[src/rtl/ntt_poly_scheduler_if.sv]
// Bundles the source-buffer side and the NTT-input side of ntt_poly_scheduler.
// The scheduler takes the slave modport; the environment (buffers + NTT stage) drives master.
interface ntt_poly_scheduler_if #(
    parameter int MAX_LEN = 1024,
    parameter int LEN_W   = $clog2(MAX_LEN) + 1,
    parameter int DATA_W  = 64,
    parameter int ADDR_W  = $clog2(MAX_LEN) - 1,
    parameter int TAG_W   = 16
);
    // source side
    logic [1:0]        req_empty;
    logic [LEN_W-1:0]  req_len0;
    logic [LEN_W-1:0]  req_len1;
    logic [DATA_W-1:0] req_dA0;
    logic [DATA_W-1:0] req_dB0;
    logic [DATA_W-1:0] req_dA1;
    logic [DATA_W-1:0] req_dB1;
    logic [TAG_W-1:0]  req_tag0;
    logic [TAG_W-1:0]  req_tag1;
    logic [ADDR_W-1:0] req_addrA;
    logic [ADDR_W-1:0] req_addrB;
    logic [1:0]        req_rd_finish;

    // NTT side
    logic              ntt_empty;
    logic [DATA_W-1:0] ntt_dA;
    logic [DATA_W-1:0] ntt_dB;
    logic [TAG_W-1:0]  ntt_tag;
    logic [ADDR_W-1:0] ntt_addrA;
    logic [ADDR_W-1:0] ntt_addrB;
    logic              ntt_rd_finish;
    logic              ntt_idle;

    // configuration / status
    logic [LEN_W-1:0]  cfg_length;
    logic [1:0]        grant;
    logic              err_len;

    modport slave (
        input  req_empty, req_len0, req_len1,
        input  req_dA0, req_dB0, req_dA1, req_dB1,
        input  req_tag0, req_tag1,
        output req_addrA, req_addrB, req_rd_finish,
        output ntt_empty, ntt_dA, ntt_dB, ntt_tag,
        input  ntt_addrA, ntt_addrB, ntt_rd_finish, ntt_idle,
        output cfg_length, grant, err_len
    );

    modport master (
        output req_empty, req_len0, req_len1,
        output req_dA0, req_dB0, req_dA1, req_dB1,
        output req_tag0, req_tag1,
        input  req_addrA, req_addrB, req_rd_finish,
        input  ntt_empty, ntt_dA, ntt_dB, ntt_tag,
        output ntt_addrA, ntt_addrB, ntt_rd_finish, ntt_idle,
        input  cfg_length, grant, err_len
    );
endinterface

[src/rtl/ntt_poly_scheduler.sv]
// Round-robin polynomial scheduler in front of the NTT pipeline; drains the pipeline before
// changing cfg_length. Optional macro NTT_SCHED_LEN_CHECK_EN discards illegal-length polynomials.
module ntt_poly_scheduler #(
    parameter int MAX_LEN = 1024,
    parameter int LEN_W   = $clog2(MAX_LEN) + 1,
    parameter int DATA_W  = 64,
    parameter int ADDR_W  = $clog2(MAX_LEN) - 1,
    parameter int TAG_W   = 16
) (
    input  logic                clk,
    input  logic                rstn,
    ntt_poly_scheduler_if.slave bus
);
    localparam logic [1:0] ST_IDLE   = 2'd0;
    localparam logic [1:0] ST_DRAIN  = 2'd1;
    localparam logic [1:0] ST_SWITCH = 2'd2;
    localparam logic [1:0] ST_STREAM = 2'd3;

    localparam logic [LEN_W-1:0] FULL_LEN = LEN_W'(MAX_LEN);

    logic [1:0]        state;
    logic              sel;
    logic              last;
    logic [LEN_W-1:0]  pend_len;
    logic [LEN_W-1:0]  cfg_length;
    logic [1:0]        grant;

    logic [1:0]        ready;
    logic              any_ready;
    logic              pick;
    logic [LEN_W-1:0]  pick_len;
    logic              len_ok;
    logic              discard;
    logic              finish;
    logic              data_sel;

    logic [DATA_W-1:0] mux_dA;
    logic [DATA_W-1:0] mux_dB;
    logic [TAG_W-1:0]  mux_tag;
    logic [ADDR_W-1:0] addr_a;
    logic [ADDR_W-1:0] addr_b;
    logic [1:0]        rd_finish;
    logic              ntt_empty;

    // Arbitration: when both sources are ready the one not granted last wins.
    always_comb begin
        ready     = ~bus.req_empty;
        any_ready = |ready;
        pick      = 1'b0;
        if (ready == 2'b11) begin
            pick = ~last;
        end else begin
            pick = ready[1];
        end
        pick_len = pick ? bus.req_len1 : bus.req_len0;
    end

`ifdef NTT_SCHED_LEN_CHECK_EN
    localparam logic [LEN_W-1:0] HALF_LEN = LEN_W'(MAX_LEN / 2);
    logic err_q;

    assign len_ok = (pick_len == FULL_LEN) || (pick_len == HALF_LEN);

    always_ff @(posedge clk or negedge rstn) begin
        if (!rstn) begin
            err_q <= 1'b0;
        end else if (discard) begin
            err_q <= 1'b1;
        end
    end

    assign bus.err_len = err_q;
`else
    assign len_ok      = 1'b1;
    assign bus.err_len = 1'b0;
`endif

    assign discard = (state == ST_IDLE) && any_ready && !len_ok;
    assign finish  = (state == ST_STREAM) && bus.ntt_rd_finish;

    always_ff @(posedge clk or negedge rstn) begin
        if (!rstn) begin
            state      <= ST_IDLE;
            sel        <= 1'b0;
            last       <= 1'b1;
            pend_len   <= FULL_LEN;
            cfg_length <= FULL_LEN;
            grant      <= '0;
        end else begin
            case (state)
                ST_IDLE: begin
                    if (any_ready) begin
                        if (!len_ok) begin
                            // discarded polynomial still counts as a turn for round-robin
                            last <= pick;
                        end else begin
                            sel      <= pick;
                            pend_len <= pick_len;
                            grant    <= {pick, ~pick};
                            state    <= (pick_len == cfg_length) ? ST_STREAM : ST_DRAIN;
                        end
                    end
                end
                ST_DRAIN: begin
                    if (bus.ntt_idle) begin
                        state <= ST_SWITCH;
                    end
                end
                ST_SWITCH: begin
                    cfg_length <= pend_len;
                    state      <= ST_STREAM;
                end
                ST_STREAM: begin
                    if (bus.ntt_rd_finish) begin
                        last  <= sel;
                        grant <= '0;
                        state <= ST_IDLE;
                    end
                end
                default: state <= ST_IDLE;
            endcase
        end
    end

    // Data path follows source 0 whenever no grant is held.
    always_comb begin
        data_sel  = sel & (|grant);
        mux_dA    = data_sel ? bus.req_dA1  : bus.req_dA0;
        mux_dB    = data_sel ? bus.req_dB1  : bus.req_dB0;
        mux_tag   = data_sel ? bus.req_tag1 : bus.req_tag0;
        addr_a    = bus.ntt_addrA;
        addr_b    = bus.ntt_addrB;
        ntt_empty = 1'b1;
        if (state == ST_STREAM) begin
            ntt_empty = bus.req_empty[sel];
        end
        rd_finish = '0;
        if (finish) begin
            rd_finish = {sel, ~sel};
        end else if (discard) begin
            rd_finish = {pick, ~pick};
        end
    end

    assign bus.req_addrA     = addr_a;
    assign bus.req_addrB     = addr_b;
    assign bus.req_rd_finish = rd_finish;
    assign bus.ntt_empty     = ntt_empty;
    assign bus.ntt_dA        = mux_dA;
    assign bus.ntt_dB        = mux_dB;
    assign bus.ntt_tag       = mux_tag;
    assign bus.cfg_length    = cfg_length;
    assign bus.grant         = grant;
endmodule

[src/flat_wrapper.sv]
// flat-port wrapper written by rule: the top's interface ports become plain ports
module ntt_poly_scheduler_flat 
#(
    parameter int MAX_LEN = 1024,
    parameter int LEN_W   = $clog2(MAX_LEN) + 1,
    parameter int DATA_W  = 64,
    parameter int ADDR_W  = $clog2(MAX_LEN) - 1,
    parameter int TAG_W   = 16
)
  (clk, rstn, bus_req_empty, bus_req_len0, bus_req_len1, bus_req_dA0, bus_req_dB0, bus_req_dA1, bus_req_dB1, bus_req_tag0, bus_req_tag1, bus_req_addrA, bus_req_addrB, bus_req_rd_finish, bus_ntt_empty, bus_ntt_dA, bus_ntt_dB, bus_ntt_tag, bus_ntt_addrA, bus_ntt_addrB, bus_ntt_rd_finish, bus_ntt_idle, bus_cfg_length, bus_grant, bus_err_len);
  ntt_poly_scheduler_if #(.MAX_LEN(MAX_LEN), .LEN_W(LEN_W), .DATA_W(DATA_W), .ADDR_W(ADDR_W), .TAG_W(TAG_W)) bus_i ();
  input  logic clk;
  input  logic rstn;
  input wire logic [$bits(bus_i.req_empty)-1:0] bus_req_empty;
  input wire logic [$bits(bus_i.req_len0)-1:0] bus_req_len0;
  input wire logic [$bits(bus_i.req_len1)-1:0] bus_req_len1;
  input wire logic [$bits(bus_i.req_dA0)-1:0] bus_req_dA0;
  input wire logic [$bits(bus_i.req_dB0)-1:0] bus_req_dB0;
  input wire logic [$bits(bus_i.req_dA1)-1:0] bus_req_dA1;
  input wire logic [$bits(bus_i.req_dB1)-1:0] bus_req_dB1;
  input wire logic [$bits(bus_i.req_tag0)-1:0] bus_req_tag0;
  input wire logic [$bits(bus_i.req_tag1)-1:0] bus_req_tag1;
  output wire logic [$bits(bus_i.req_addrA)-1:0] bus_req_addrA;
  output wire logic [$bits(bus_i.req_addrB)-1:0] bus_req_addrB;
  output wire logic [$bits(bus_i.req_rd_finish)-1:0] bus_req_rd_finish;
  output wire logic [$bits(bus_i.ntt_empty)-1:0] bus_ntt_empty;
  output wire logic [$bits(bus_i.ntt_dA)-1:0] bus_ntt_dA;
  output wire logic [$bits(bus_i.ntt_dB)-1:0] bus_ntt_dB;
  output wire logic [$bits(bus_i.ntt_tag)-1:0] bus_ntt_tag;
  input wire logic [$bits(bus_i.ntt_addrA)-1:0] bus_ntt_addrA;
  input wire logic [$bits(bus_i.ntt_addrB)-1:0] bus_ntt_addrB;
  input wire logic [$bits(bus_i.ntt_rd_finish)-1:0] bus_ntt_rd_finish;
  input wire logic [$bits(bus_i.ntt_idle)-1:0] bus_ntt_idle;
  output wire logic [$bits(bus_i.cfg_length)-1:0] bus_cfg_length;
  output wire logic [$bits(bus_i.grant)-1:0] bus_grant;
  output wire logic [$bits(bus_i.err_len)-1:0] bus_err_len;
  assign bus_i.req_empty = bus_req_empty;
  assign bus_i.req_len0 = bus_req_len0;
  assign bus_i.req_len1 = bus_req_len1;
  assign bus_i.req_dA0 = bus_req_dA0;
  assign bus_i.req_dB0 = bus_req_dB0;
  assign bus_i.req_dA1 = bus_req_dA1;
  assign bus_i.req_dB1 = bus_req_dB1;
  assign bus_i.req_tag0 = bus_req_tag0;
  assign bus_i.req_tag1 = bus_req_tag1;
  assign bus_req_addrA = bus_i.req_addrA;
  assign bus_req_addrB = bus_i.req_addrB;
  assign bus_req_rd_finish = bus_i.req_rd_finish;
  assign bus_ntt_empty = bus_i.ntt_empty;
  assign bus_ntt_dA = bus_i.ntt_dA;
  assign bus_ntt_dB = bus_i.ntt_dB;
  assign bus_ntt_tag = bus_i.ntt_tag;
  assign bus_i.ntt_addrA = bus_ntt_addrA;
  assign bus_i.ntt_addrB = bus_ntt_addrB;
  assign bus_i.ntt_rd_finish = bus_ntt_rd_finish;
  assign bus_i.ntt_idle = bus_ntt_idle;
  assign bus_cfg_length = bus_i.cfg_length;
  assign bus_grant = bus_i.grant;
  assign bus_err_len = bus_i.err_len;
  ntt_poly_scheduler #(.MAX_LEN(MAX_LEN), .LEN_W(LEN_W), .DATA_W(DATA_W), .ADDR_W(ADDR_W), .TAG_W(TAG_W)) u_core (.clk(clk), .rstn(rstn), .bus(bus_i));
endmodule
[config.mk]
export PLATFORM = sky130hd
export DESIGN_NAME = ntt_poly_scheduler_flat
export DESIGN_NICKNAME = d
export VERILOG_FILES = /design/src/rtl/ntt_poly_scheduler_if.sv /design/src/rtl/ntt_poly_scheduler.sv /design/src/flat_wrapper.sv
export SDC_FILE = /design/constraint.sdc
export NUM_CORES = 1
export LEC_CHECK = 0
export BUFFER_PORTS_ARGS = -buffer_cell sky130_fd_sc_hd__buf_2
export CAP_MARGIN = 20
export CORE_AREA = 3 3 198 200
export CTS_CLUSTER_SIZE = 14
export DETAILED_ROUTE_END_ITERATION = 12
export DIE_AREA = 0 0 201 203
export SETUP_SLACK_MARGIN = 0.4
export SYNTH_ARGS = -nofsm -noshare
export SYNTH_HDL_FRONTEND = slang
export SYNTH_SLANG_ARGS = --single-unit
export TNS_END_PERCENT = 1
[constraint.sdc]
create_clock -name clk -period 1.95 [get_ports clk]
set_input_delay 0.195 -clock clk [delete_from_list [all_inputs] [get_ports clk]]
set_output_delay 0.195 -clock clk [all_outputs]
set_load 0.01 [all_outputs]
==> flow_metrics.tcl, run 1 <==
set metrics [dict create \
    violations "negative setup slack" \
    cts.sinks 28 \
    die_y_um 203 \
    finalSetupViolCount 124 \
    maxCapViolCount 0 \
    holdWs_ns 0.267 \
    worst_ir_drop_vdd_uv 492 \
    worstSkewPairLatency_ns 0.27 \
    syn_area_per_cell_um2 10.1 \
    initial_utilization_pct 8.79 \
    num_vias 4654 \
    yosysTopAreaCellShare_pct 51.8 \
    final_hold_viol_count 0 \
    outcome "finished with violations" \
    numPortBuffers 475 \
    clk_pin_slew_ns 0.07 \
    synth_area_leaders "mux2_2 52%, dfrtp_1 19%, buf_4 4.3%" \
    crit_arrival_ns 1.84 \
    crit_start "u_core.bus.grant[1]$_DFFE_PN0P_" \
    ant_nets 0 \
    drive_gt1_share_pct 85.3 \
    wl_per_cell_um 23.1 \
    grt_pass1_wl_um 38400 \
    ys_seq_area_share_pct 21.3 \
    ys_ff_latch 28 \
    power.total_mw 8.87 \
    die_w_um 201 \
    ios 513 \
    grt_pass1_vias 4772 \
    drcViolationCount 0 \
    htree_levels 1 \
    min_period_ns 2.04 \
    cts_tree "built" \
    clock.fmax_mhz 490 \
    cts_buffers 3 \
    fin_skew_ns 0.00622 \
    routed_via_density 3.52 \
    synth_warnings 0 \
    total_leakage_power_nw 3.82 \
    layout_commonest_cell "buf_2" \
    ys_async_sr_fraction_pct 100 \
    finalSetupTns_ns -4.73 \
    syn_to_final_growth_pct 124 \
    drt_wl_total_um 30500 \
    end_kind "output port" \
    grt_use_total_pct 13.5 \
    relSlewSlack_pct 55.7 \
    synthDistinctLibCells 33 \
    synthesis.instances 327 \
    fin_crit_sh_pct 105 \
    grt_max_degree 34 \
    grt-ovfl-total 0 \
    hp-start "bus_req_len0[7]" \
    place_congestion 0.940 \
    rows 71 \
    drtPass1Iterations 5 \
    synth_nets 665 \
    critPathKind "reg2out" \
    setup_ws_ns -0.0894 \
    crit_fanout 7 \
    cp_data_required_time_ns 1.75 \
    drt_iter0_drc 187 \
    powerDensity_mw_per_mm2 1200 \
    slew_viol_final 0 \
    min-delay-path-class "in2reg" \
    startpoint_type "register" \
    dieArea_mm2 0.0408 \
    place_ws_ns 0.0282 \
    r2r-start "u_core.state[1]$_DFFE_PN0P_" \
    syn_area_mm2 0.00330 \
    cts-root-buf "clkbuf_16" \
    synth_top_flop_cell "dfrtp_1" \
    rsz0062_at_grt "yes" \
    fin_nets 1136 \
    coreArea_mm2 0.0376 \
    synth_top_area_cell "mux2_2" \
    hpwlAfterDp_um 26400 \
    tightestPinTransition_ns 0.665 \
    synth_edf_count 0 \
    cts_buffer_depth 2 \
    antenna_found_initial 28 \
    layout_common_cells "410 x buf_2, 100 x mux2_2, 68 x buf_6, 52 x mux2_4, 23 x dfrtp_1" \
]
[per-layer routing]
layer  wire [um]  global-route usage, %
met3        3500                   5.87
met5          66                      0
met1       10900                   14.6
met4        1170                   5.22
met2       14900                   23.3
[where the power goes]
| part | switching [mW] | internal, mW | leakage (nW) |
|---|---|---|---|
| Combinational | 3.24 | 3.91 | 3.46 |
| Clock | 0.204 | 0.315 | 0.0442 |
| Sequential | 0.308 | 0.898 | 0.316 |
| Total | 3.75 | 5.12 | 3.82 |
[worst max-delay path: stages, from the launching register on]
cell,delay [ns]
dfrtp_1,0.41
o21ai_4,0.19
buf_6,0.17
clkbuf_16,0.18
buf_8,0.13
mux2_2,0.35
buf_6,0.13
[logic make-up after synthesis]
kind of cell | Yosys count | share of synthesized area, %
flip-flops | 28 | 21.3
AND/OR/NAND/NOR | 33 | 4.66
multiplexers | 163 | 55.1
XOR/XNOR | 6 | 1.59
buffers and inverters | 53 | 8.67
AO/OA/AOI/OAI | 39 | 7.01
adder cells (fa/ha/maj) | 4 | 1.51
other | 1 | 0.113
[sequential cells by signal, summed over array words and instances, names as in the netlist]
| register | flops |
|---|---|
| u_core.pend_len | 11 |
| u_core.last | 1 |
| u_core.sel | 1 |
| u_core.state | 2 |
| u_core.bus.grant | 2 |
| u_core.bus.cfg_length | 11 |
[final timing paths]
kind,end,slack [ns],cells past startpoint
worst min register to register,u_core.bus.cfg_length[5]$_DFFE_PN0P_,0.50,2
worst max register to register,u_core.state[1]$_DFFE_PN0P_,0.13,7
worst min-delay path,u_core.pend_len[7]$_DFFE_PN0P_,0.27,3
min in group asynchronous,u_core.pend_len[7]$_DFFE_PN0P_,0.49,2
max in group asynchronous,u_core.state[0]$_DFFE_PN0P_,0.98,2
worst max-delay path,bus_ntt_dB[34],-0.09,6
[timing repair]
action	4_1_cts	5_1_grt
hold endpoints to repair	25	0
gates resized for setup	94	85
setup buffers	5	1
pin swaps	3	3
setup endpoints to repair	155	168
hold buffers	1	0
gates cloned	4	3
[per-stage QoR]
stage	utilization [%]	cells	instance area, um^2
after floorplan	-	327	3310
after global placement	16.7	1290	6270
after detailed placement	16.7	1290	6270
after CTS	18.4	1304	6930
after global routing	19.7	1316	7400
final	19.7	1321	7410
[synth_stat cells (all sizes together) (2+ instances only)]
master and number:
a21oi 16, dfstp 3, xor2 4, xnor2 2
dfrtp 25, clkbuf 13, mux2 152, o21ai 11
nor4 3, nand2 10, inv 13, buf 27
o22ai 4, nor2 13, nor3 2, o2bb2ai 3
mux2i 11, ha 4
[area by class of cell]
cell class	count	area (um^2)
Multi-Input combinational cell	246	2590
Timing Repair Buffer	506	3310
Antenna cell	13	32.5
Sequential cell	28	707
Tap cell	511	639
Clock buffer	4	88.8
Fill cell	4260	30200
Inverter	13	48.8
Note: power is estimated with default switching activity, not from simulation.
==> run 2, diff against run 1 <==
ABC_AREA = 1   (was unset)
CORE_AREA = 3 3 197 199   (was 3 3 198 200)
DIE_AREA = 0 0 200 202   (was 0 0 201 203)
HOLD_SLACK_MARGIN = 0.05   (was unset)
MAX_ROUTING_LAYER = met4   (was unset)
==> run 2 against run 1 <==
The run still ends with negative setup slack left. Sequential power shrank 6%. Sequential share of layout area increased by 0.21 points. First-iteration DRC count increased by 9.6%. Sequential cell count did not move. Total power is 9.9% lower. Clock skew fell by 0.0040 ns. Count of clock-buffer cells in the layout is the same. Register-to-register slack better by 0.23 ns. Clock power rose by 1%. Final area is 2.0% lower. Setup slack worse by 0.014 ns. Die area is 0.99% lower. Critical path type unchanged.
==> flow_metrics.tcl, run 2 <==
set metrics [dict create \
    outcome "finished with violations" \
    violations "negative setup slack" \
    cts-root-buf "clkbuf_16" \
    setup_ws_ns -0.103 \
    critPathKind "reg2out" \
    layout_common_cells "422 x buf_2, 97 x mux2_2, 64 x nand2_1, 54 x buf_6, 46 x mux2_4" \
    clock.fmax_mhz 487 \
    ys_ff_latch 28 \
    cts_tree "built" \
    comb_power_share_pct 79.2 \
    worstSkewPairLatency_ns 0.26 \
    syn_area_mm2 0.00345 \
    num_vias 4892 \
    die_w_um 200 \
    holdWs_ns 0.187 \
    synthTopCellsByCount "137 x mux2_2, 68 x nand2_1, 36 x inv_1" \
    power.switching_mw 3.49 \
    maxCapViolCount 0 \
    cp_data_required_time_ns 1.75 \
    grt_use_total_pct 12.8 \
    crit_arrival_ns 1.86 \
    wl_per_cell_um 20.6 \
    coreArea_mm2 0.0374 \
    powerDensity_mw_per_mm2 1100 \
    place_congestion 0.878 \
    post-synth-top-count-cell "mux2_2" \
    cts_buffers 3 \
    stdcell_count 1379 \
    rsz0062_at_grt "yes" \
    synth_area_leaders "mux2_2 45%, dfrtp_1 18%, nand2_1 7.4%" \
    ant_nets 0 \
    hold_path_depth 3 \
    ys_seq_area_share_pct 20.4 \
    drive_gt1_share_pct 78.1 \
    fillers 4184 \
    dieArea_mm2 0.0404 \
    final_hold_viol_count 0 \
    r2r_slack_ns 0.36 \
    worstPathCellList "o21ai_4 > buf_12 > buf_16 > buf_16 > mux2_2 > buf_2" \
    yosysTopAreaCellShare_pct 44.8 \
    grt-ovfl-total 0 \
    p_int_mw 4.50 \
    tightestPinTransition_ns 0.690 \
    r2r-start "u_core.last$_DFFE_PN1P_" \
    dp.cells 1356 \
    seqPwrFrac_pct 14.3 \
    ys_async_sr_fraction_pct 100 \
    routed_via_density 3.55 \
    end_kind "output port" \
    cp_common_cell "buf_16" \
    syn_area_per_cell_um2 8.66 \
    switching_share_pct 43.6 \
    min_period_ns 2.05 \
    synth_warnings 0 \
    numPortBuffers 475 \
    crit_fanout 12 \
    hold_path_end "u_core.pend_len[10]$_DFFE_PN1P_" \
    cts.sinks 28 \
    clk_pin_slew_ns 0.07 \
    syn_to_final_growth_pct 111 \
    min-delay-path-class "in2reg" \
    ios 513 \
    crit_slowest_cell "dfrtp_1" \
    reg_top3 "u_core.bus.cfg_length x11, u_core.pend_len x11" \
    total_leakage_power_nw 3.92 \
    htree_levels 1 \
    slew_viol_final 0 \
    reg2reg_depth 9 \
    synth_top_area_cell "mux2_2" \
    grt_max_degree 29 \
    fin_nets 1197 \
    startpoint_type "register" \
    hpwlAfterDp_um 24400 \
    synth_top_flop_cell "dfrtp_1" \
    die_y_um 202 \
    crit_buf_inv 4 \
    layout_commonest_cell "buf_2" \
    grt_pass1_wl_um 35500 \
    max_stage_delay_ns 0.41 \
    synthesis.instances 398 \
    cts_buffer_depth 2 \
    r2r_end "u_core.state[1]$_DFFE_PN0P_" \
    place_ws_ns 0.133 \
    fin_skew_ns 0.00225 \
    drt_wl_total_um 28400 \
    worst_ir_drop_vdd_uv 490 \
    grt_pass1_vias 4836 \
    finalSetupViolCount 124 \
    initial_utilization_pct 9.21 \
    antenna_found_initial 18 \
    hp-start "bus_req_len1[10]" \
    fin_crit_sh_pct 105 \
    drtPass1Iterations 6 \
    synth_edf_count 0 \
    drt_iter0_drc 205 \
    synthDistinctLibCells 24 \
    drcViolationCount 0 \
    rows 71 \
    cp_top_family "buffers and inverters" \
    clkPwrFrac_pct 6.6 \
    synth_nets 736 \
    relSlewSlack_pct 54.0 \
]
run 2: cell count changes after synthesis, moves of 11 or more:
cell      previous run  this run
mux2i_1             11         0
o21ai_0              9        20
inv_1               13        36
clkbuf_1            13         2
mux2_2             152       137
a21oi_1             15         3
nand2_1             10        68
nand3_1              0        24
run 2: how the worst max path moves through the flow:
stage / from / end / slack, ns / depth (start not counted)
after floorplan: u_core.bus.grant[0]$_DFFE_PN0P_ / bus_ntt_dA[56] / 0.41 / 4
after global placement: u_core.bus.grant[0]$_DFFE_PN0P_ / bus_ntt_dA[8] / 0.17 / 5
after detailed placement: u_core.bus.grant[0]$_DFFE_PN0P_ / bus_ntt_dA[8] / 0.13 / 5
after CTS: u_core.bus.grant[1]$_DFFE_PN0P_ / bus_ntt_dB[11] / -0.14 / 6
after global routing: u_core.bus.grant[1]$_DFFE_PN0P_ / bus_ntt_dB[23] / -0.17 / 6
final: u_core.bus.grant[1]$_DFFE_PN0P_ / bus_ntt_dB[11] / -0.10 / 6
run 2: metal layers:
| metal | routed length, um | share of wire, % | track usage (%) | up-vias |
|---|---|---|---|---|
| met2 | 13600 | 48 | 21.4 | 299 |
| li1 | - | - | - | 2278 |
| met3 | 3170 | 11 | 5.23 | 39 |
| met4 | 832 | 2.9 | 3.59 | 0 |
| met5 | 0 | 0 | - | - |
| met1 | 10800 | 38 | 13.9 | 2276 |
run 2: kinds of logic (layout without fill, tap and decap cells):
group / count (synthesis) / in the layout / synth area share, %
other cells: 1 / 11 / 0.109
flops: 28 / 28 / 20.4
mux: 144 / 144 / 47.1
compound gates: 35 / 35 / 5.74
simple gates: 110 / 110 / 13.3
fa+ha+maj: 4 / 4 / 1.45
buf+inv: 76 / 536 / 11.9
run 2: layout make-up:
type | instances | area [um^2] | share of cell area, %
Antenna cell | 10 | 25.0 | 0.344
Inverter | 36 | 135 | 1.86
Clock buffer | 4 | 88.8 | 1.22
Sequential cell | 28 | 708 | 9.75
Tap cell | 511 | 639 | 8.80
Timing Repair Buffer | 496 | 3070 | 42.2
Multi-Input combinational cell | 294 | 2600 | 35.8
run 2: power groups by stage:
stage / clock network (mW) / logic (mW) / registers (mW)
2_1_floorplan: 0 / 2.99 / 1.13
3_3_place_gp: 0 / 5.05 / 1.12
3_5_place_dp: 0 / 5.10 / 1.12
4_1_cts: 0.534 / 5.89 / 1.11
5_1_grt: 0.549 / 6.83 / 1.19
6_report: 0.523 / 6.33 / 1.14
run 2: repair_timing:
action	CTS	global route
pin swaps	2	2
setup endpoints to repair	150	160
gates resized for setup	69	79
hold endpoints to repair	25	0
hold buffers	1	0
buffers inserted	4	0
cloned	3	1
run 2: stage by stage:
stage | area [um^2] | utilization [%] | TNS [ns] | total power [mW]
global placement | 6330 | 16.9 | 0 | 6.16
floorplan | 3460 | - | 0 | 4.12
detailed placement | 6330 | 16.9 | 0 | 6.22
finish | 7260 | 19.4 | -6.23 | 7.99
global route | 7260 | 19.4 | -15.69 | 8.57
CTS | 6880 | 18.4 | -9.13 | 7.54
run 2: tightest hold or removal path: cells and delay by family:
family | cells | cell delay [ns]
AO/OA/AOI/OAI | 1 | 0.07
buffers and inverters | 1 | 0.11
AND/OR/NAND/NOR | 1 | 0.07
==> run 3, diff against run 2 <==
CORE_AREA = 3 3 199 201   (was 3 3 197 199)
CTS_BUF_LIST = sky130_fd_sc_hd__clkbuf_8   (was unset)
DIE_AREA = 0 0 202 204   (was 0 0 200 202)
==> run 3 against run 2 <==
The run still ends with negative setup slack left. Largest power group unchanged. Clock power fell by 9.2%. Combinational power up 13%. Final area increased by 6.1%. Fmax decreased by 3.1%. Setup slack lost 0.065 ns. Hold slack worse by 0.0093 ns.
==> flow_metrics.tcl, run 3 (same netlist as run 2, synthesis figures left out) <==
set metrics [dict create \
    wl_per_cell_um 21.7 \
    setup_ws_ns -0.168 \
    dieArea_mm2 0.0412 \
    syn_to_final_growth_pct 124 \
    cts_tree "built" \
    final_hold_viol_count 0 \
    startpoint_type "register" \
    final_util_pct 20.4 \
    comb_power_share_pct 81.5 \
    relSlewSlack_pct 55.3 \
    end_kind "output port" \
    min-delay-path-class "in2reg" \
    min_period_ns 2.12 \
    place_ws_ns 0.0832 \
    num_vias 5049 \
    hpwlAfterDp_um 26300 \
    crit_arrival_ns 1.92 \
    drt_wl_total_um 30200 \
    maxCapViolCount 0 \
    cts-root-buf "clkbuf_8" \
    initial_utilization_pct 9.13 \
    rsz0062_at_grt "yes" \
    cts_buffers 3 \
    routed_via_density 3.62 \
    drt_iter0_drc 246 \
    cp_common_cell "buf_6" \
    clk_pin_slew_ns 0.11 \
    antenna_found_initial 31 \
    fin_nets 1210 \
    die_y_um 204 \
    numPortBuffers 475 \
    seqPwrFrac_pct 13.0 \
    power.switching_mw 3.75 \
    tightestPinTransition_ns 0.671 \
    ios 513 \
    ant_nets 0 \
    clock.fmax_mhz 472 \
    worst_ir_drop_vdd_uv 621 \
    layout_common_cells "394 x buf_2, 79 x buf_6, 74 x mux2_2, 70 x mux2_4, 66 x nand2_1" \
    stdcell_count 1393 \
    grt_pass1_wl_um 38200 \
    place_congestion 0.960 \
    max_stage_delay_ns 0.43 \
    crit_buf_inv 5 \
    drive_gt1_share_pct 78.4 \
    critPathKind "reg2out" \
    grt-ovfl-total 0 \
    place_area_mm2 0.00638 \
    rows 71 \
    cts.sinks 28 \
    clkPwrFrac_pct 5.4 \
    die_w_um 202 \
    finalSetupViolCount 130 \
    fillers 4184 \
    violations "negative setup slack" \
    cp_data_required_time_ns 1.75 \
    slew_viol_final 0 \
    fin_area_mm2 0.00771 \
    drtPass1Iterations 4 \
    grt_pass1_vias 4973 \
    worstSkewPairLatency_ns 0.28 \
    cp_top_family "buffers and inverters" \
    crit_slowest_cell "dfrtp_1" \
    layout_commonest_cell "buf_2" \
    fin_skew_ns 0.00989 \
    switching_share_pct 42.8 \
    p_int_mw 5.02 \
    crit_fanout 8 \
    cts_buffer_depth 2 \
    htree_levels 1 \
    drcViolationCount 0 \
    total_leakage_power_nw 4.17 \
    multi_input_area_mm2 0.00271 \
    seqCellArea_um2 707 \
    worstPathCellList "o21ai_4 > buf_6 > buf_6 > buf_12 > buf_16 > mux2_2 > buf_2" \
    dp.cells 1359 \
    grt_use_total_pct 13.5 \
    reg_top3 "u_core.bus.cfg_length x11, u_core.pend_len x11" \
    grt_max_degree 29 \
    fin_crit_sh_pct 109 \
    coreArea_mm2 0.0378 \
    outcome "finished with violations" \
    powerDensity_mw_per_mm2 1140 \
]
## run 3: changes by cell type in the layout (fill, tap and decap cells not counted), moves of 3 or more
cell	before	now
inv_4	0	3
buf_2	422	394
o21ai_1	2	5
mux2_4	46	70
buf_4	7	16
buf_12	3	10
mux2_2	97	74
buf_6	54	79
## run 3: worst min-delay path: cells and delay by family
| kind | cells | cell delay [ns] |
|---|---|---|
| AO/OA/AOI/OAI | 1 | 0.08 |
| buffers and inverters | 1 | 0.10 |
| AND/OR/NAND/NOR | 1 | 0.09 |
## run 3: power groups by stage
stage / Clock [mW] / Sequential (mW) / Combinational, mW
floorplan: 0 / 1.13 / 2.99
global placement: 0 / 1.12 / 5.28
detailed placement: 0 / 1.12 / 5.33
CTS: 0.479 / 1.12 / 6.98
global route: 0.502 / 1.19 / 7.68
finish: 0.475 / 1.14 / 7.15
## run 3: layout make-up
| class | instances | area share [%] |
|---|---|---|
| sequential | 28 | 9.17 |
| clock inverter | 1 | 0.390 |
| multi-input combinational | 294 | 35.1 |
| tap | 511 | 8.29 |
| inverter | 36 | 1.90 |
| timing repair buffer | 509 | 44.2 |
| clock buffer | 3 | 0.536 |
| antenna | 11 | 0.357 |
## run 3: timing repair
item / CTS / global route
gates cloned: 4 / 2
resized for setup: 189 / 38
hold endpoints to repair: 25 / 0
buffers inserted: 12 / 0
setup endpoints to repair: 151 / 154
hold buffers: 1 / 0
pin swaps: 2 / 11
## run 3: path summary, 6_finish.rpt
kind / start / end / slack, ns / cells past startpoint
worst max-delay path: u_core.bus.grant[0]$_DFFE_PN0P_ / bus_ntt_dB[26] / -0.17 / 7
worst min-delay path: bus_req_len1[10] / u_core.pend_len[10]$_DFFE_PN1P_ / 0.18 / 3
worst max register to register: u_core.last$_DFFE_PN1P_ / u_core.state[1]$_DFFE_PN0P_ / 0.37 / 11
worst min register to register: u_core.pend_len[9]$_DFFE_PN0P_ / u_core.bus.cfg_length[9]$_DFFE_PN0P_ / 0.49 / 2
max in group asynchronous: rstn / u_core.state[1]$_DFFE_PN0P_ / 0.99 / 2
min in group asynchronous: rstn / u_core.pend_len[7]$_DFFE_PN0P_ / 0.48 / 2
## run 3: stage by stage
stage	hold WS (ns)	total power [mW]	TNS, ns
after global routing	0.186	9.37	-23.38
final	0.177	8.77	-13.51
after detailed placement	0.278	6.44	0
after global placement	0.274	6.39	0
after floorplan	-0.101	4.12	0
after CTS	0.175	8.58	-14.77
## run 3: per-layer routing
| layer | wire length, um | track usage, % | vias up |
|---|---|---|---|
| li1 | - | - | 2306 |
| met1 | 11600 | 15.4 | 2343 |
| met2 | 14700 | 22.5 | 354 |
| met3 | 3260 | 5.19 | 46 |
| met4 | 595 | 3.31 | 0 |
| met5 | 0 | - | - |
